## config.mk

```make
export PLATFORM = sky130hd
export DESIGN_NAME = catcore_cmd_dispatch
export DESIGN_NICKNAME = d
export VERILOG_FILES = /design/src/rtl/catcore_pkg.sv /design/src/rtl/catcore_led_ctrl.sv /design/src/rtl/catcore_cmd_dispatch.sv
export SDC_FILE = /design/constraint.sdc
export NUM_CORES = 1
export LEC_CHECK = 0
export BUFFER_PORTS_ARGS = -buffer_cell sky130_fd_sc_hd__buf_4
export CORE_AREA = 2 2 277 279
export CTS_CLUSTER_DIAMETER = 100
export DETAILED_ROUTE_END_ITERATION = 12
export DIE_AREA = 0 0 279 281
export PLACE_DENSITY = 0.56
export SLEW_MARGIN = 0
export SYNTH_ARGS = -nofsm -noshare
export SYNTH_HDL_FRONTEND = slang
export SYNTH_SLANG_ARGS = --single-unit
```

## constraint.sdc

```tcl
create_clock -name clk -period 6.4 [get_ports clk]
set_input_delay 0.64 -clock clk [delete_from_list [all_inputs] [get_ports clk]]
set_output_delay 0.64 -clock clk [all_outputs]
set_load 0.02 [all_outputs]
```

## src/rtl/catcore_pkg.sv

```systemverilog
// Shared definitions for the catcore command dispatcher: opcodes, LED command codes,
// FSM state encoding, response strings and the frame delimiter position.
package catcore_pkg;

    localparam logic [7:0] OP_STATUS = 8'h40;  // '@'
    localparam logic [7:0] OP_LED    = 8'h41;  // 'A'
    localparam logic [7:0] OP_KEY    = 8'h42;  // 'B'
    localparam logic [7:0] OP_RUN    = 8'h43;  // 'C'
    localparam logic [7:0] OP_KEYRD  = 8'h61;  // 'a'

    localparam logic [7:0] LED_ALL_ONES = 8'h60;  // '`'
    localparam logic [7:0] LED_CLR_BASE = 8'h41;  // 'A'
    localparam logic [7:0] LED_SET_BASE = 8'h61;  // 'a'

    localparam int RESP_W = 128;

    localparam logic [RESP_W-1:0] RESP_LED_SET   = {72'h0, "led set"};
    localparam logic [RESP_W-1:0] RESP_KEY_OK    = {80'h0, "key ok"};
    localparam logic [RESP_W-1:0] RESP_INVALID   = "invalid instruct";
    localparam logic [RESP_W-1:0] RESP_AES_TMOUT = {40'h0, "aes timeout"};

    typedef enum logic [2:0] {
        ST_IDLE     = 3'd0,
        ST_LATCH    = 3'd1,
        ST_DECODE   = 3'd2,
        ST_WAIT_AES = 3'd3,
        ST_RESP     = 3'd4
    } state_e;

    function automatic int delim_idx(input int frame_bytes);
        return frame_bytes - 1;
    endfunction

endpackage

```

## src/rtl/catcore_led_ctrl.sv

```systemverilog
// Active-low LED register: per-bit clear ('A'..) / set ('a'..) and all-ones ('`') updates.
module catcore_led_ctrl
    import catcore_pkg::*;
#(
    parameter int LED_W = 8
) (
    input  logic             clk,
    input  logic             nreset,
    input  logic             cmd_stb_i,
    input  logic [7:0]       b1_i,
    output logic [LED_W-1:0] led_reg_o
);

    logic [LED_W-1:0] led_q;
    logic [LED_W-1:0] led_d;
    logic [7:0]       clr_idx_s;
    logic [7:0]       set_idx_s;
    logic             clr_hit_s;
    logic             set_hit_s;

    // Range checks keep codes past LED_W-1 from touching any bit.
    assign clr_idx_s = b1_i - LED_CLR_BASE;
    assign set_idx_s = b1_i - LED_SET_BASE;
    assign clr_hit_s = (b1_i >= LED_CLR_BASE) && (clr_idx_s < 8'(LED_W));
    assign set_hit_s = (b1_i >= LED_SET_BASE) && (set_idx_s < 8'(LED_W));

    // Next LED pattern from the current command byte.
    always_comb begin
        led_d = led_q;
        if (cmd_stb_i) begin
            if (b1_i == LED_ALL_ONES) begin
                led_d = {LED_W{1'b1}};
            end else if (clr_hit_s) begin
                for (int i = 0; i < LED_W; i++) begin
                    if (clr_idx_s == 8'(i)) begin
                        led_d[i] = 1'b0;
                    end else begin
                        led_d[i] = led_q[i];
                    end
                end
            end else if (set_hit_s) begin
                for (int i = 0; i < LED_W; i++) begin
                    if (set_idx_s == 8'(i)) begin
                        led_d[i] = 1'b1;
                    end else begin
                        led_d[i] = led_q[i];
                    end
                end
            end else begin
                led_d = led_q;
            end
        end else begin
            led_d = led_q;
        end
    end

    // LED register, all LEDs off (ones) out of reset.
    always_ff @(posedge clk or negedge nreset) begin
        if (!nreset) begin
            led_q <= {LED_W{1'b1}};
        end else begin
            led_q <= led_d;
        end
    end

    assign led_reg_o = led_q;

endmodule

```

## src/rtl/catcore_cmd_dispatch.sv

```systemverilog
// UART command dispatcher: pops one frame, checks its delimiter, runs the opcode and returns one
// response frame. Define CATCORE_DEVMODE_EN to enable opcode 'a' (AES key readback).
module catcore_cmd_dispatch
    import catcore_pkg::*;
#(
    parameter int FRAME_BYTES = 18,
    parameter int LED_W       = 8,
    parameter int AES_TIMEOUT = 4096,
    parameter int CNT_W       = 16
) (
    input  logic                     clk,
    input  logic                     nreset,
    input  logic                     frame_valid,
    output logic                     frame_ready,
    input  logic [FRAME_BYTES*8-1:0] frame_data,
    output logic                     tx_valid,
    input  logic                     tx_ready,
    output logic [FRAME_BYTES*8-1:0] tx_data,
    output logic [LED_W-1:0]         led_reg,
    output logic [127:0]             aes_key,
    output logic [127:0]             aes_pt,
    output logic                     aes_start,
    input  logic                     aes_done,
    input  logic [127:0]             aes_result,
    output logic                     cmd_err,
    output logic [CNT_W-1:0]         cmd_count
);

    localparam int FW    = FRAME_BYTES * 8;
    localparam int DELIM = delim_idx(FRAME_BYTES);
    localparam int TO_W  = $clog2(AES_TIMEOUT + 1);

    function automatic logic [FW-1:0] ext128(input logic [127:0] v);
        return {{(FW-128){1'b0}}, v};
    endfunction

    state_e           state_q, state_d;
    logic [FW-1:0]    frame_q, frame_d;
    logic [FW-1:0]    tx_data_q, tx_data_d;
    logic             frame_ready_q, frame_ready_d;
    logic             tx_valid_q, tx_valid_d;
    logic             aes_start_q, aes_start_d;
    logic             cmd_err_q, cmd_err_d;
    logic [127:0]     aes_key_q, aes_key_d;
    logic [127:0]     aes_pt_q, aes_pt_d;
    logic [CNT_W-1:0] cmd_count_q, cmd_count_d;
    logic [TO_W-1:0]  to_cnt_q, to_cnt_d;

    logic             led_stb_s;
    logic [7:0]       opcode_s;
    logic [7:0]       b1_s;
    logic [7:0]       delim_s;
    logic [127:0]     payload_s;
    logic [CNT_W-1:0] cnt_inc_s;
    logic [FW-1:0]    status_s;

    assign opcode_s  = frame_q[7:0];
    assign b1_s      = frame_q[15:8];
    assign delim_s   = frame_q[8*DELIM +: 8];
    assign payload_s = frame_q[8 +: 128];
    assign cnt_inc_s = cmd_count_q + {{(CNT_W-1){1'b0}}, 1'b1};

    // Status reports the count including the status command itself.
    always_comb begin
        status_s = {FW{1'b0}};
        status_s[LED_W-1:0]     = led_reg;
        status_s[LED_W +: CNT_W] = cnt_inc_s;
    end

    catcore_led_ctrl #(
        .LED_W (LED_W)
    ) u_led_ctrl (
        .clk       (clk),
        .nreset    (nreset),
        .cmd_stb_i (led_stb_s),
        .b1_i      (b1_s),
        .led_reg_o (led_reg)
    );

    // Command FSM, datapath updates and response selection.
    always_comb begin
        state_d     = state_q;
        frame_d     = frame_q;
        tx_data_d   = tx_data_q;
        aes_key_d   = aes_key_q;
        aes_pt_d    = aes_pt_q;
        cmd_count_d = cmd_count_q;
        to_cnt_d    = to_cnt_q;
        aes_start_d = 1'b0;
        cmd_err_d   = 1'b0;
        led_stb_s   = 1'b0;

        case (state_q)
            ST_IDLE: begin
                if (frame_valid) begin
                    frame_d = frame_data;
                    state_d = ST_LATCH;
                end else begin
                    state_d = ST_IDLE;
                end
            end
            ST_LATCH: begin
                state_d = ST_DECODE;
            end
            ST_DECODE: begin
                if (delim_s != opcode_s) begin
                    cmd_err_d = 1'b1;
                    state_d   = ST_IDLE;
                end else begin
                    cmd_count_d = cnt_inc_s;
                    state_d     = ST_RESP;
                    case (opcode_s)
                        OP_LED: begin
                            led_stb_s = 1'b1;
                            tx_data_d = ext128(RESP_LED_SET);
                        end
                        OP_KEY: begin
                            aes_key_d = payload_s;
                            tx_data_d = ext128(RESP_KEY_OK);
                        end
                        OP_RUN: begin
                            aes_pt_d    = payload_s;
                            aes_start_d = 1'b1;
                            to_cnt_d    = {TO_W{1'b0}};
                            state_d     = ST_WAIT_AES;
                        end
                        OP_STATUS: begin
                            tx_data_d = status_s;
                        end
`ifdef CATCORE_DEVMODE_EN
                        OP_KEYRD: begin
                            tx_data_d = ext128(aes_key_q);
                        end
`endif
                        default: begin
                            cmd_err_d = 1'b1;
                            tx_data_d = ext128(RESP_INVALID);
                        end
                    endcase
                end
            end
            ST_WAIT_AES: begin
                // A done on the final timeout cycle still wins.
                if (aes_done) begin
                    tx_data_d = ext128(aes_result);
                    state_d   = ST_RESP;
                end else if (to_cnt_q == TO_W'(AES_TIMEOUT - 1)) begin
                    cmd_err_d = 1'b1;
                    tx_data_d = ext128(RESP_AES_TMOUT);
                    state_d   = ST_RESP;
                end else begin
                    to_cnt_d = to_cnt_q + {{(TO_W-1){1'b0}}, 1'b1};
                end
            end
            ST_RESP: begin
                if (tx_ready) begin
                    state_d = ST_IDLE;
                end else begin
                    state_d = ST_RESP;
                end
            end
            default: begin
                state_d = ST_IDLE;
            end
        endcase

        frame_ready_d = (state_d == ST_LATCH);
        tx_valid_d    = (state_d == ST_RESP);
    end

    // State and output registers.
    always_ff @(posedge clk or negedge nreset) begin
        if (!nreset) begin
            state_q       <= ST_IDLE;
            frame_q       <= {FW{1'b0}};
            tx_data_q     <= {FW{1'b0}};
            frame_ready_q <= 1'b0;
            tx_valid_q    <= 1'b0;
            aes_start_q   <= 1'b0;
            cmd_err_q     <= 1'b0;
            aes_key_q     <= 128'h0;
            aes_pt_q      <= 128'h0;
            cmd_count_q   <= {CNT_W{1'b0}};
            to_cnt_q      <= {TO_W{1'b0}};
        end else begin
            state_q       <= state_d;
            frame_q       <= frame_d;
            tx_data_q     <= tx_data_d;
            frame_ready_q <= frame_ready_d;
            tx_valid_q    <= tx_valid_d;
            aes_start_q   <= aes_start_d;
            cmd_err_q     <= cmd_err_d;
            aes_key_q     <= aes_key_d;
            aes_pt_q      <= aes_pt_d;
            cmd_count_q   <= cmd_count_d;
            to_cnt_q      <= to_cnt_d;
        end
    end

    assign frame_ready = frame_ready_q;
    assign tx_valid    = tx_valid_q;
    assign tx_data     = tx_data_q;
    assign aes_key     = aes_key_q;
    assign aes_pt      = aes_pt_q;
    assign aes_start   = aes_start_q;
    assign cmd_err     = cmd_err_q;
    assign cmd_count   = cmd_count_q;

endmodule
```

==> results of run 1 <==
[cell usage in the layout, fill, tap and decap left out, types with 16 or more instances in the layout]
cell type  count
buf_4        698
xnor2_1       32
a21oi_1       46
nand2_1       61
mux2_1       260
a22o_1        43
nor2_1        44
conb_1        16
nor3_1        17
clkbuf_16     68
dfrtp_1      564
xor2_1        17
o21ai_0       50
mux2i_1       21
mux2_2       175
o211ai_1      33
nand3_1       16
o21ai_1       31
inv_1         27
[area by class of cell]
| type | count | area (um^2) | share of cell area (%) |
|---|---|---|---|
| multi-input combinational | 947 | 8140 | 25.9 |
| timing repair buffer | 704 | 5360 | 17.0 |
| clock inverter | 29 | 367 | 1.17 |
| antenna | 4 | 10.0 | 0.0318 |
| tap | 978 | 1220 | 3.89 |
| inverter | 28 | 105 | 0.334 |
| clock buffer | 92 | 1930 | 6.14 |
| sequential | 572 | 14300 | 45.5 |
[flip-flops by register name (all words and copies together), names as in the netlist, 3 cells and up]
name	cells
tx_data	128
aes_pt	128
frame_q	144
cmd_count	16
u_led_ctrl.led_reg_o	8
to_cnt_q	13
state_q	3
aes_key	128
[cells by family after synthesis]
group,count (synthesis),synth area share (%)
AOI/OAI and AO/OA,228,6.37
xor gates and xnor gates,49,1.85
adders and majority gates,2,0.108
buffers and inverters,148,3.47
DFF,572,61.8
muxes,456,22.0
other,1,0.0162
and+or+nand+nor,196,4.32
[how the worst max path moves through the flow]
stage,from,endpoint,cells after the start
finish,frame_q[1],tx_data[74],7
global placement,aes_done,tx_data[86],8
global route,frame_q[1],tx_data[69],7
CTS,frame_q[1],tx_data[86],7
floorplan,frame_q[5],aes_key[62],7
detailed placement,aes_done,tx_data[74],8
[layer usage]
layer	vias up	GRT usage [%]
li1	7209	-
met1	8076	20.5
met2	620	29.0
met3	148	7.10
met4	6	7.13
met5	-	0
[worst max-delay path, delay by kind of cell (launching register included)]
kind / cells / cell delay, ns
AOI/OAI and AO/OA: 1 / 0.26
xor gates and xnor gates: 1 / 0.19
buffers and inverters: 2 / 0.95
DFF: 1 / 0.72
muxes: 1 / 0.41
and+or+nand+nor: 2 / 0.46
[where the power goes]
group | switching [mW] | total [mW] | leakage, nW | internal [mW]
Sequential | 0.685 | 5.13 | 7.35 | 4.45
Clock | 1.59 | 3.93 | 1.13 | 2.34
Combinational | 1.45 | 2.84 | 7.05 | 1.40
==> results_dict.tcl, run 1 <==
set metrics [dict create \
    status "completed" \
    yosys.cell_types.count 58 \
    power.total_mw 11.9 \
    drc 0 \
    crit_path_start_kind "flip-flop" \
    crit_chain "xor2_1, nor4_2, nand4b_1, buf_4, o21ai_4, buf_4, mux2_2" \
    overflow 0 \
    cts_buffers 67 \
    synth_warnings 0 \
    post-route-min-period_ns 3.20 \
    r2r-start "frame_q[1]" \
    yosys-top-cells-area "dfrtp_1 61%, mux2_1 13%, mux2_2 8.5%" \
    syn_inst 1652 \
    synthesis.area_um2 23200 \
    cts_setup_buffers 0 \
    fin_crit_sh_pct 50.0 \
    max_stage_delay_ns 0.72 \
    die_area_um2 78400 \
    wl_met3_um 6850 \
    cts_hold_buf 0 \
    numClockSinks 572 \
    seq_area_frac_synth_pct 61.8 \
    min_path_type "in2async" \
    layout-drive-gt1-share_pct 42.8 \
    drt-vias-per-instance 4.79 \
    finalNetCount 2599 \
    cts_resized 0 \
    crit_required_ns 6.86 \
    cp_common_cell "buf_4" \
    synth_async_sr_flop_share_pct 100 \
    fin_setup_tns_ns 0 \
    synth_top_cell_area_share_pct 60.9 \
    fill_cells 7101 \
    cts_buffer_depth 3 \
    setup_viol 0 \
    dp_cells 3229 \
    ys_seq_elements 572 \
    drv_cap 0 \
    antenna_found_initial 9 \
    yosysMostFrequentCell "dfrtp_1" \
    fp.coreArea_um2 75400 \
    stdcell_count 3354 \
    die_w_um 279 \
    skew_ns 0.0314 \
    p_leak_nw 15.5 \
    grt_max_degree 166 \
    rsz0062_at_grt "no" \
    drt_iter0_drc 718 \
    cts_tree "built" \
    cts_root_buffer "clkbuf_16" \
    synth_edf_count 0 \
    cp.arrival_ns 3.66 \
    grt_pass1_vias 17059 \
    dp_hpwl_um 49700 \
    final_util_pct 41.7 \
    r2r_cells 7 \
    hold_slack_ns 0.132 \
    boundaryPins 705 \
    drt-pass1-iter-count 5 \
    die_h_um 281 \
    met2_length_um 34600 \
    crit_path_end_kind "flip-flop" \
    drt.antenna.violating_nets 0 \
    synthTopCellsByCount "564 x dfrtp_1, 260 x mux2_1, 175 x mux2_2" \
    r2r_end "tx_data[74]" \
    fin_area_um2 31500 \
    globalplace.congestion 0.827 \
    path_max_fanout 54 \
    placed_cell_area_um2 29200 \
    grt_usage_pct 17.6 \
    yosysTopAreaCell "dfrtp_1" \
    portBuffers 688 \
    clkTransAtPathRegs_ns 0.06 \
    setup_ws_ns 3.20 \
    vias 16059 \
    htree_levels 3 \
    tightestPinTransition_ns 1.25 \
    grt_pass1_wl_um 106000 \
    finalMaxSlewViolations 0 \
    slew_headroom_pct 16.8 \
    initial_utilization_pct 30.7 \
    power_density_nw_per_um2 378 \
    wire_per_inst_um 21.1 \
    ys.flop_type "dfrtp_1" \
    slowest_stage "dfrtp_1" \
    vdd_drop_max_uv 266 \
    hold_viol 0 \
    timing.fmax_mhz 313 \
    path_class "reg2reg" \
    highest_layer "met5" \
    wl_met1_um 26700 \
    wl_um 70800 \
    placementRows 101 \
    r2r_slack_ns 3.20 \
    avgSynthCellArea_um2 14.0 \
    area_growth_syn_to_layout_pct 35.8 \
    clk_latency_ns 0.60 \
    place_ws_ns 2.88 \
]
Power figures use the tool's default switching activity.
==> inputs of run 2 (changes only) <==
CORE_AREA = 2 2 271 273   (was 2 2 277 279)
DIE_AREA = 0 0 273 275   (was 0 0 279 281)
PLACE_DENSITY = 0.58   (was 0.56)
clock period = 3 ns   (was 6.4 ns; I/O delays follow)
==> run 2 against run 1 <==
Routed wire length increased by 4.2%. Total power is 120% higher. Clock skew decreased by 0.0060 ns. Core utilization up 5.7 points. Register-to-register slack worse by 2.9 ns. Cell count is 7.4% higher. Largest cell class unchanged. Via count rose by 7.7%. Combinational power rose by 130%.
==> results_dict.tcl, run 2 (same netlist as run 1, synthesis figures left out) <==
set metrics [dict create \
    numClockSinks 572 \
    status "completed" \
    boundaryPins 705 \
    multi_input_area_um2 8140 \
    wire_per_inst_um 20.5 \
    globalplace.congestion 0.862 \
    post-route-min-period_ns 2.67 \
    r2r-start "frame_q[5]" \
    hold_depth 3 \
    cts_buffer_depth 3 \
    die_w_um 273 \
    crit_path_start_kind "flip-flop" \
    overflow 0 \
    drt_iter0_drc 875 \
    finalNetCount 2868 \
    drv_cap 0 \
    hp-start "aes_result[40]" \
    cts_tree "built" \
    fill_cells 6494 \
    tightestPinTransition_ns 0.688 \
    crit_path_end_kind "flip-flop" \
    vias 17289 \
    wl_met1_um 29000 \
    htree_levels 3 \
    mostFrequentLayoutCells "720 x buf_4, 564 x dfrtp_1, 260 x mux2_1" \
    cp.arrival_ns 3.17 \
    timing.fmax_mhz 374 \
    slew_headroom_pct 54.2 \
    grt_max_degree 69 \
    highest_layer "met5" \
    final_common_cell "buf_4" \
    regArea_um2 14300 \
    finalMaxSlewViolations 0 \
    cts_buffers 66 \
    cts_root_buffer "clkbuf_16" \
    crit_required_ns 3.50 \
    layout-drive-gt1-share_pct 39.9 \
    clk_latency_ns 0.59 \
    met2_length_um 36700 \
    grt_pass1_vias 18272 \
    drt.antenna.violating_nets 0 \
    path_max_fanout 17 \
    path_class "reg2reg" \
    fin_crit_sh_pct 89.1 \
    area_growth_syn_to_layout_pct 47.9 \
    fin_setup_tns_ns 0 \
    die_h_um 275 \
    drt-vias-per-instance 4.80 \
    clkTransAtPathRegs_ns 0.06 \
    setup_viol 0 \
    die_area_um2 75100 \
    dp_hpwl_um 53300 \
    power_density_nw_per_um2 757 \
    p_leak_nw 16.8 \
    fp.coreArea_um2 72300 \
    r2r_slack_ns 0.33 \
    placementRows 99 \
    grt_pass1_wl_um 111000 \
    wl_met3_um 5880 \
    holdPathEnd "tx_data[40]" \
    hold_viol 0 \
    rsz0062_at_grt "no" \
    top_register "frame_q" \
    portBuffers 688 \
    dp_cells 3250 \
    stdcell_count 3603 \
    skew_ns 0.0254 \
    r2r_end "tx_data[70]" \
    r2r_cells 7 \
    initial_utilization_pct 32.0 \
    cts_resized 0 \
    wl_um 73800 \
    vdd_drop_max_uv 490 \
    antenna_found_initial 7 \
    min_path_type "in2reg" \
    drt-pass1-iter-count 6 \
    largest_reg_flops 144 \
    grt_usage_pct 19.1 \
    drc 0 \
]
-- run 2: final cells by class --
cell class / instances / share of cell area (%)
sequential: 572 / 41.8
timing repair buffer: 974 / 23.9
multi-input combinational: 947 / 23.8
clock buffer: 89 / 5.43
tap: 959 / 3.50
clock inverter: 32 / 1.28
inverter: 28 / 0.307
antenna: 2 / 0.0146
-- run 2: critical path, cell delays in order (launching register included) --
cell and delay, ns:
dfrtp_1 0.43, xor2_1 0.21, nor4_2 0.43, nand4b_1 0.25, o21ai_4 0.62, buf_12 0.24
buf_12 0.18, mux2i_1 0.22
-- run 2: how the worst max path moves through the flow --
stage / start / slack, ns / depth (start not counted) / to
global route: frame_q[5] / 0.14 / 7 / tx_data[70]
finish: frame_q[5] / 0.33 / 7 / tx_data[70]
detailed placement: frame_q[5] / 0.32 / 7 / tx_data[70]
floorplan: frame_q[5] / 0.83 / 7 / aes_key[62]
global placement: frame_q[5] / 0.37 / 7 / aes_key[84]
CTS: frame_q[5] / 0.30 / 7 / tx_data[70]
-- run 2: timing repair --
action,CTS,global route
endpoints found under the hold margin,279,0
hold buffers,230,0
setup buffers,0,0
-- run 2: per-layer routing --
metal  global-route usage (%)  up-vias
met5                        0        -
met4                     7.16        2
met3                     5.62      117
met2                     32.5      644
met1                     23.0     8791
li1                         -     7735
-- run 2: stage by stage --
| stage | power, mW | setup WS [ns] | area, um^2 | hold WS [ns] | util (%) |
|---|---|---|---|---|---|
| 6_report | 25.9 | 0.327 | 34300 | 0.0435 | 47.4 |
| 5_1_grt | 27.2 | 0.143 | 34300 | 0.0257 | 47.4 |
| 4_1_cts | 26.2 | 0.300 | 34300 | 0.000366 | 47.4 |
| 3_5_place_dp | 17.4 | 0.317 | 29700 | 0.347 | 41.0 |
| 3_3_place_gp | 17.2 | 0.371 | 29700 | 0.346 | 41.0 |
| 2_1_floorplan | 14.4 | 0.825 | 23200 | 0.00441 | - |
-- run 2: report_power, final --
part	total, mW	internal [mW]	switching, mW	leakage (nW)
combinational	6.54	3.27	3.28	8.28
sequential	11.0	9.50	1.48	7.35
clock	8.41	5.03	3.38	1.13
